**config.mk**
```make
export PLATFORM = sky130hd
export DESIGN_NAME = seq_detect_multi
export DESIGN_NICKNAME = d
export VERILOG_FILES = /design/src/rtl/seq_detect_pkg.sv /design/src/rtl/seq_match_slot.sv /design/src/rtl/seq_detect_multi.sv
export SDC_FILE = /design/constraint.sdc
export NUM_CORES = 1
export LEC_CHECK = 0
export ABC_AREA = 1
export BUFFER_PORTS_ARGS = -buffer_cell sky130_fd_sc_hd__buf_2
export CAP_MARGIN = 20
export CORE_AREA = 10 10 74 76
export DETAILED_ROUTE_END_ITERATION = 10
export DIE_AREA = 0 0 84 86
export PLACE_DENSITY = 0.82
export SYNTH_ARGS = -nofsm -noshare
export SYNTH_HDL_FRONTEND = slang
export SYNTH_SLANG_ARGS = --single-unit
```
**constraint.sdc**
```tcl
create_clock -name clk -period 4.9 [get_ports clk]
set_clock_uncertainty 0.05 [all_clocks]
set_input_delay 0.98 -clock clk [delete_from_list [all_inputs] [get_ports clk]]
set_output_delay 0.98 -clock clk [all_outputs]
set_load 0.02 [all_outputs]
```
**src/rtl/seq_detect_pkg.sv**
```systemverilog
// Shared constants, slot configuration type and helpers for seq_detect_multi.
package seq_detect_pkg;

  localparam int PAT_W_MAX = 32;
  localparam int LEN_W_MAX = 6;

  localparam logic [PAT_W_MAX-1:0] DEF_PAT0 = 32'h3;
  localparam logic [PAT_W_MAX-1:0] DEF_PAT1 = 32'h5;
  localparam logic [PAT_W_MAX-1:0] DEF_PAT2 = 32'hB;
  localparam int DEF_LEN0 = 2;
  localparam int DEF_LEN1 = 3;
  localparam int DEF_LEN2 = 4;

  typedef struct packed {
    logic [PAT_W_MAX-1:0] pat;
    logic [LEN_W_MAX-1:0] len;
    logic                 en;
  } cfg_slot_t;

  function automatic logic [PAT_W_MAX-1:0] len_mask(input logic [LEN_W_MAX-1:0] len);
    if (len >= LEN_W_MAX'(PAT_W_MAX)) return '1;
    return (PAT_W_MAX'(1) << len) - PAT_W_MAX'(1);
  endfunction

  // A default pattern longer than the configured MAX_LEN leaves its slot disabled.
  function automatic cfg_slot_t default_slot(input int k, input int max_len);
    cfg_slot_t s;
    s = '0;
    case (k)
      0: if (DEF_LEN0 <= max_len) s = '{pat: DEF_PAT0, len: LEN_W_MAX'(DEF_LEN0), en: 1'b1};
      1: if (DEF_LEN1 <= max_len) s = '{pat: DEF_PAT1, len: LEN_W_MAX'(DEF_LEN1), en: 1'b1};
      2: if (DEF_LEN2 <= max_len) s = '{pat: DEF_PAT2, len: LEN_W_MAX'(DEF_LEN2), en: 1'b1};
      default: s = '0;
    endcase
    return s;
  endfunction

endpackage

```
**src/rtl/seq_match_slot.sv**
```systemverilog
// Combinational compare of one pattern slot against the candidate window.
module seq_match_slot
  import seq_detect_pkg::*;
#(
  parameter int MAX_LEN = 4,
  parameter int LEN_W   = 3
) (
  input  logic               act_i,
  input  logic [MAX_LEN-1:0] window_i,
  input  logic [LEN_W-1:0]   fill_i,
  input  logic [MAX_LEN-1:0] pat_i,
  input  logic [LEN_W-1:0]   len_i,
  input  logic               en_i,
  output logic               hit_o
);

  logic [PAT_W_MAX-1:0] diff;
  logic                 enough;

  assign diff   = PAT_W_MAX'(window_i ^ pat_i) & len_mask(LEN_W_MAX'(len_i));
  // fill counts bits already in history; the current bit makes it fill+1.
  assign enough = ({1'b0, fill_i} + 1'b1) >= {1'b0, len_i};
  assign hit_o  = act_i & en_i & enough & (diff == '0);

endmodule

```
**src/rtl/seq_detect_multi.sv**
```systemverilog
// Multi-pattern serial sequence detector with runtime-programmable slots.
// Define SEQDET_REG_OUT_EN to register z and hit_vec (one cycle later).
module seq_detect_multi
  import seq_detect_pkg::*;
#(
  parameter int NUM_PAT = 3,
  parameter int MAX_LEN = 4,
  parameter int CNT_W   = 8,
  localparam int IDX_W  = (NUM_PAT > 1) ? $clog2(NUM_PAT) : 1,
  localparam int LEN_W  = $clog2(MAX_LEN + 1)
) (
  input  logic               clk,
  input  logic               rst,
  input  logic               in,
  input  logic               in_valid,
  input  logic               ovl_en,
  input  logic               clr,
  input  logic               cfg_we,
  input  logic [IDX_W-1:0]   cfg_idx,
  input  logic [MAX_LEN-1:0] cfg_pat,
  input  logic [LEN_W-1:0]   cfg_len,
  input  logic               cfg_en,
  output logic               cfg_err,
  output logic               z,
  output logic [NUM_PAT-1:0] hit_vec,
  output logic [CNT_W-1:0]   hit_cnt
);

  logic [MAX_LEN-2:0] hist_q, hist_d;
  logic [LEN_W-1:0]   fill_q, fill_d;
  logic [CNT_W-1:0]   cnt_q, cnt_d;
  logic               cfg_err_q;
  logic [MAX_LEN-1:0] window;
  logic [NUM_PAT-1:0] hit_c;
  logic               z_c, act, cfg_ok;

  assign act    = in_valid & ~clr;
  assign window = {hist_q, in};
  assign z_c    = |hit_c;
  assign cfg_ok = (cfg_len != '0) && (int'(cfg_len) <= MAX_LEN) && (int'(cfg_idx) < NUM_PAT);

  for (genvar gi = 0; gi < NUM_PAT; gi++) begin : g_slot
    localparam cfg_slot_t DEF_K = default_slot(gi, MAX_LEN);
    logic [MAX_LEN-1:0] pat_q;
    logic [LEN_W-1:0]   len_q;
    logic               en_q;

    always_ff @(posedge clk or posedge rst) begin
      if (rst) begin
        pat_q <= DEF_K.pat[MAX_LEN-1:0];
        len_q <= DEF_K.len[LEN_W-1:0];
        en_q  <= DEF_K.en;
      end else if (cfg_we && cfg_ok && (int'(cfg_idx) == gi)) begin
        pat_q <= cfg_pat;
        len_q <= cfg_len;
        en_q  <= cfg_en;
      end
    end

    seq_match_slot #(.MAX_LEN(MAX_LEN), .LEN_W(LEN_W)) u_match (
      .act_i   (act),
      .window_i(window),
      .fill_i  (fill_q),
      .pat_i   (pat_q),
      .len_i   (len_q),
      .en_i    (en_q),
      .hit_o   (hit_c[gi])
    );
  end

  always_comb begin
    hist_d = hist_q;
    fill_d = fill_q;
    cnt_d  = cnt_q;
    if (clr) begin
      hist_d = '0;
      fill_d = '0;
      cnt_d  = '0;
    end else if (in_valid) begin
      // Non-overlapping mode drops the hitting bit along with the history.
      if (z_c && !ovl_en) begin
        hist_d = '0;
        fill_d = '0;
      end else begin
        hist_d = window[MAX_LEN-2:0];
        fill_d = (int'(fill_q) >= MAX_LEN - 1) ? fill_q : fill_q + 1'b1;
      end
      if (z_c && (cnt_q != '1)) cnt_d = cnt_q + 1'b1;
    end
  end

  always_ff @(posedge clk or posedge rst) begin
    if (rst) begin
      hist_q    <= '0;
      fill_q    <= '0;
      cnt_q     <= '0;
      cfg_err_q <= 1'b0;
    end else begin
      hist_q    <= hist_d;
      fill_q    <= fill_d;
      cnt_q     <= cnt_d;
      cfg_err_q <= cfg_we & ~cfg_ok;
    end
  end

  assign cfg_err = cfg_err_q;
  assign hit_cnt = cnt_q;

`ifdef SEQDET_REG_OUT_EN
  logic [NUM_PAT-1:0] hit_vec_q;
  logic               z_q;

  // hit_c is already zero under clr, so the registers clear with it.
  always_ff @(posedge clk or posedge rst) begin
    if (rst) begin
      hit_vec_q <= '0;
      z_q       <= 1'b0;
    end else begin
      hit_vec_q <= hit_c;
      z_q       <= z_c;
    end
  end

  assign hit_vec = hit_vec_q;
  assign z       = z_q;
`else
  assign hit_vec = hit_c;
  assign z       = z_c;
`endif

endmodule

```
### After elaboration in Yosys (flattened, before gate mapping)

Index checks and enable logic that the tools add are counted.

| word-level totals | value |
|---|---|
| bits in registers | 39 |
| input bits | 17 |
| output and inout port bits | 13 |
| logic and storage cells | 80 |

| operators by class | value |
|---|---|
| $add $sub $neg | 6 |
| order comparisons | 6 |
| eq/ne operators | 4 |
| shift-type cells | 3 |
| mux-type cells | 10 |
| bitwise logic cells | 19 |
| reductions and logical operators | 19 |

Operators by type and width:

| operator | number |
|---|---|
| 32-bit AND | 3 |
| 32-bit logical NOT | 3 |
| 1-bit by 3-bit << shifter with 32-bit output (first input constant) | 3 |
| 32-bit by 2-bit subtractor with 32-bit output (second input constant) | 3 |
| 8-bit 2-to-1 mux | 3 |
| 3-bit 2-to-1 mux | 7 |
| 4-bit by 3-bit greater-or-equal comparator with 1-bit output | 3 |
| 4-bit XOR | 3 |
| 1-bit AND | 11 |
| 8-bit by 1-bit adder with 8-bit output (second input constant) | 1 |
| 1-bit logical AND | 8 |
| 8-bit != test (second input constant) | 1 |
| 3-bit by 1-bit adder with 4-bit output (second input constant) | 1 |
| 2-bit equality test (second input constant) | 2 |
| 2-bit AND reduction | 2 |
| 2-bit nonzero test | 2 |
| 3-bit by 1-bit adder with 3-bit output (second input constant) | 1 |
| 3-bit by 2-bit greater-or-equal comparator with 1-bit output (second input constant) | 1 |
| 3-bit <= comparator (second input constant) | 1 |
| 3-bit != test (second input constant) | 1 |
| 3-bit nonzero test | 1 |
| 3-bit OR reduction | 1 |
| 2-bit logical NOT | 1 |
| 2-bit less-than comparator (second input constant) | 1 |
| other kinds (2) | 3 |

### Logic depth before layout (Yosys ltp)

| depth | value |
|---|---|
| depth in word-level cells | 10 |
| mapped depth | 15 |
| gate-level depth less buffers | 15 |

### By module

Synthesis repeated with hierarchy kept, for this count alone.

| unflattened totals | value |
|---|---|
| cell total of the unflattened synthesis | 381 |
| area total of the unflattened synthesis | 2,661.3 µm² |

Modules (own cells, without submodules):

| module | instances | cells each | area each (µm²) | sequential area each (µm²) |
|---|---|---|---|---|
| seq_detect_multi | 1 | 237 | 1,966.9 | 993.5 |
| seq_match_slot | 3 | 48 | 231.5 | 0.0 |

### Least setup slack after synthesis

No wires, ideal clock.

| path | value |
|---|---|
| path kind | register to output |
| from | register fill_q[0] |
| to | output z |
| arrival time | 1.642 ns |
| data required time | 3.870 ns |
| path slack | 2.228 ns |
| stages on the path, launching flop included | 9 |
| buffers on the path | 0 |
| path through | dfrtp_1 > ha_1 > ha_1 > inv_1 > ha_1 > nand2_1 > nand2_1 > nand3_1 > nand3_2 |

| between the ends | value |
|---|---|
| longest elaborated chain between the ends | 5 |
| elaborated cells between the ends (all ways) | 11 |
| those cells by class | add/sub: 1; order compare: 3; bitwise: 6; reduce/logical: 1 |

RTL lines:

| element | RTL line | source |
|---|---|---|
| start, declared | seq_detect_multi.sv:30 | `logic [LEN_W-1:0] fill_q, fill_d;` |
| start signal, assigned | seq_detect_multi.sv:100 | `fill_q <= fill_d;` |
| 3-bit by 1-bit adder with 4-bit output * | seq_match_slot.sv:22 | `assign enough = ({1'b0, fill_i} + 1'b1) >= {1'b0, len_i};` |
| 4-bit by 3-bit greater-or-equal comparator with 1-bit output | seq_match_slot.sv:22 |  |
| 1-bit AND (2 in a row) | seq_match_slot.sv:23 | `assign hit_o = act_i & en_i & enough & (diff == '0);` |
| 3-bit OR reduction * | seq_detect_multi.sv:39 | `assign z_c = \|hit_c;` |
| end, declared | seq_detect_multi.sv:24 | `output logic z,` |

Every way passes the cells marked *; elsewhere a longest branch is shown, timed or not.

### Worst setup path after layout

Ends and elaborated chain as after synthesis.

==> flow_metrics.py <==
metrics = {
    "finish": {
        "layout-drive-gt1-share_pct": 18.0,
        "final_cells": 400,
        "final_nets": 380,
        "final_cell_mix": "92 x nand2_1, 61 x inv_1, 29 x buf_2",
        "area_growth_pct": 10.2,
        "fillers": 386,
        "layout_commonest_cell": "nand2_1",
        "diodes": 0,
        "fin_util_pct": 66.9,
    },
    "yosys": {
        "syn_nets": 350,
        "synthTopCellsByArea": "dfrtp_1 26%, dfstp_2 15%, nand2_1 14%",
        "synth_fa_ha_area_share_pct": 7.27,
        "synth_flop_cell": "dfrtp_1",
        "synth_enable_flop_cells": 0,
        "yosysWarningCount": 0,
        "netlist_area_um2": 2410,
        "synthMuxAreaShare_pct": 0.935,
        "yosys.area.top_type": "dfrtp_1",
        "synth_xor_area_share_pct": 1.82,
        "ys_types": 33,
        "synth_cells": 319,
        "synth_top_family_by_area": "simple AND/OR/NAND/NOR gates",
        "ys_seq_area_share_pct": 41.2,
        "yosysTopAreaCellShare_pct": 26.0,
        "avgSynthCellArea_um2": 7.55,
        "synth_compound_area_share_pct": 9.45,
        "synthArstFlopShare_pct": 100,
        "synth-seq-cells": 39,
        "yosys.area_share.simple_pct": 27.5,
    },
    "die": {
        "start_util_pct": 60.7,
        "rows": 23,
        "core_area_um2": 3970,
        "num_io_pins": 30,
        "dieArea_um2": 7220,
        "die_h_um": 86,
        "dieWidth_um": 84,
    },
    "outcome": {
        "status": "finished, final reports clean",
    },
    "timing": {
        "setup_viol": 0,
        "period_needed_ns": 3.35,
        "hold_viol_final": 0,
        "drv_slew": 0,
        "tns_ns": 0,
        "fmax_mhz": 298,
        "slew_headroom_pct": 62.1,
        "rsz0062_at_grt": "no",
        "final.period_utilization_pct": 68.4,
        "tightest_slew_ns": 0.568,
    },
    "placement": {
        "gp_congestion": 0.856,
        "place_inst": 392,
        "port_buffers": 29,
        "hpwlAfterDp_mm": 4.25,
    },
    "setup_path": {
        "cp.arrival_ns": 2.32,
        "crit_chain": "ha_1, ha_1, inv_1, ha_1, nand2_1, nand2_1, nand3_1, nand3_2, buf_2",
        "cp_num_buf_inv": 2,
        "slowest_stage": "dfrtp_1",
        "critPathTopFamily": "adder cells",
        "critPathLaunchType": "register",
        "crit_path_max_incr_delay_ns": 0.49,
        "end_kind": "output port",
        "r2r_slack_ns": 2.44,
        "path_class": "register to output port",
        "crit_fanout": 8,
        "cp_common_cell": "ha_1",
        "required_ns": 3.87,
    },
    "power_and_ir_drop": {
        "irDropWorstVdd_uv": 254,
        "p_leak_uw": 0.00141,
        "p_per_area_nw_per_um2": 404,
    },
    "global_routing": {
        "grt_overflow": 0,
        "grt_pass1_wl_mm": 9.14,
        "grt_antenna_before_repair": 0,
        "grt_pass1_vias": 1995,
        "track_usage_pct": 15.3,
        "grt_start_max_net_pins": 40,
    },
    "clock_network": {
        "root_buffer": "clkbuf_8",
        "cts_setup_buffers": 0,
        "post_cts_resized": 0,
        "htreeDepth": 2,
        "cts_tree": "yes",
        "cts_num_sinks": 39,
        "hold_buffers": 0,
        "clk_pin_slew_worst_paths_ns": 0.07,
        "cts_max_path_buffers": 2,
        "cts_buffers": 5,
        "worstSkewPairLatency_ns": 0.30,
    },
    "routing": {
        "dr.pass1.iters": 4,
        "wl_mm": 5.38,
        "vias": 2121,
        "viasPerCell": 5.30,
        "post_drt_wl_per_cell_um": 13.4,
        "drt-initial-drc-count": 97,
        "drc": 0,
        "antenna_left": 0,
    },
    "job": {
        "max_cap_viol_count": 0,
    },
    "min_path": {
        "hold_path.class": "register to register",
    },
}
==> metal layers <==
| metal | vias to the layer above | GRT usage (%) | part of all wire, % |
|---|---|---|---|
| met1 | 992 | 18.2 | 42 |
| met3 | 8 | 4.35 | 7.4 |
| met2 | 61 | 26.1 | 49 |
| met5 | - | 0 | 0 |
| met4 | 0 | 5.02 | 1.5 |
| li1 | 1060 | - | - |
==> synth_stat cells (3+ instances only) <==
cell,count
nand2_1,92
inv_1,61
o21ai_0,28
dfrtp_1,25
nand3_1,24
dfstp_2,14
ha_1,14
nor2_1,13
nand4_1,6
xor2_1,5
a21oi_1,4
buf_4,4
nand2_2,3
o22ai_1,3
==> flip-flops by register name, indices dropped and copies added (netlist names) <==
signal	flops
hit_cnt	8
cfg_err	1
hist_q	3
g_slot.len_q	9
g_slot.en_q	3
fill_q	3
g_slot.pat_q	12
==> final timing paths <==
| check | startpoint | endpoint | cells after the start |
|---|---|---|---|
| setup reg to reg | fill_q[0] | hist_q[1] | 11 |
| hold reg to reg | g_slot[2].en_q | g_slot[2].en_q | 2 |
| setup / recovery | fill_q[0] | z | 9 |
| max in group asynchronous | rst | g_slot[1].len_q[1] | 3 |
| min in group asynchronous | rst | g_slot[2].len_q[0] | 3 |
| hold / removal | g_slot[2].en_q | g_slot[2].en_q | 2 |
==> cells by family (layout without fill, tap and decap cells) <==
kind of cell	Yosys count	count (layout)
fa+ha+maj	14	14
flops	39	39
simple gates	149	149
xor+xnor	5	5
buf+inv	69	100
compound gates	41	41
mux	2	2
==> worst register-to-register path, delay by kind of cell, from the launching register on <==
family,cells,cell delay (ns)
AO/OA/AOI/OAI,1,0.20
adder cells (fa/ha/maj),3,0.77
buffers and inverters,1,0.13
flip-flops,1,0.49
AND/OR/NAND/NOR,6,0.72
==> area by class of cell <==
class | count | area [um2] | share of cell area [%]
multi-input combinational | 211 | 1130 | 42.6
inverter | 62 | 235 | 8.86
sequential | 39 | 993 | 37.4
tap | 50 | 62.6 | 2.36
clock inverter | 1 | 5.00 | 0.188
timing repair buffer | 30 | 153 | 5.75
clock buffer | 7 | 76.3 | 2.87
==> through the flow <==
stage / hold WS (ns) / area (um2) / total power (uW) / worst slack [ns]
4_1_cts: 0.466 / 2660 / 1080 / 1.54
6_report: 0.461 / 2660 / 1070 / 1.55
2_1_floorplan: 0.421 / 2410 / 751 / 2.23
3_3_place_gp: 0.451 / 2570 / 841 / 1.90
5_1_grt: 0.492 / 2660 / 1170 / 1.39
3_5_place_dp: 0.455 / 2570 / 864 / 1.85
==> power breakdown <==
| part | internal (uW) | total, uW | leakage, uW | switching [uW] |
|---|---|---|---|---|
| clock network | 99.9 | 211 | 0.0000422 | 111 |
| logic | 152 | 408 | 0.000895 | 256 |
| registers | 405 | 455 | 0.000472 | 50.5 |
Power figures use the tool's default switching activity.
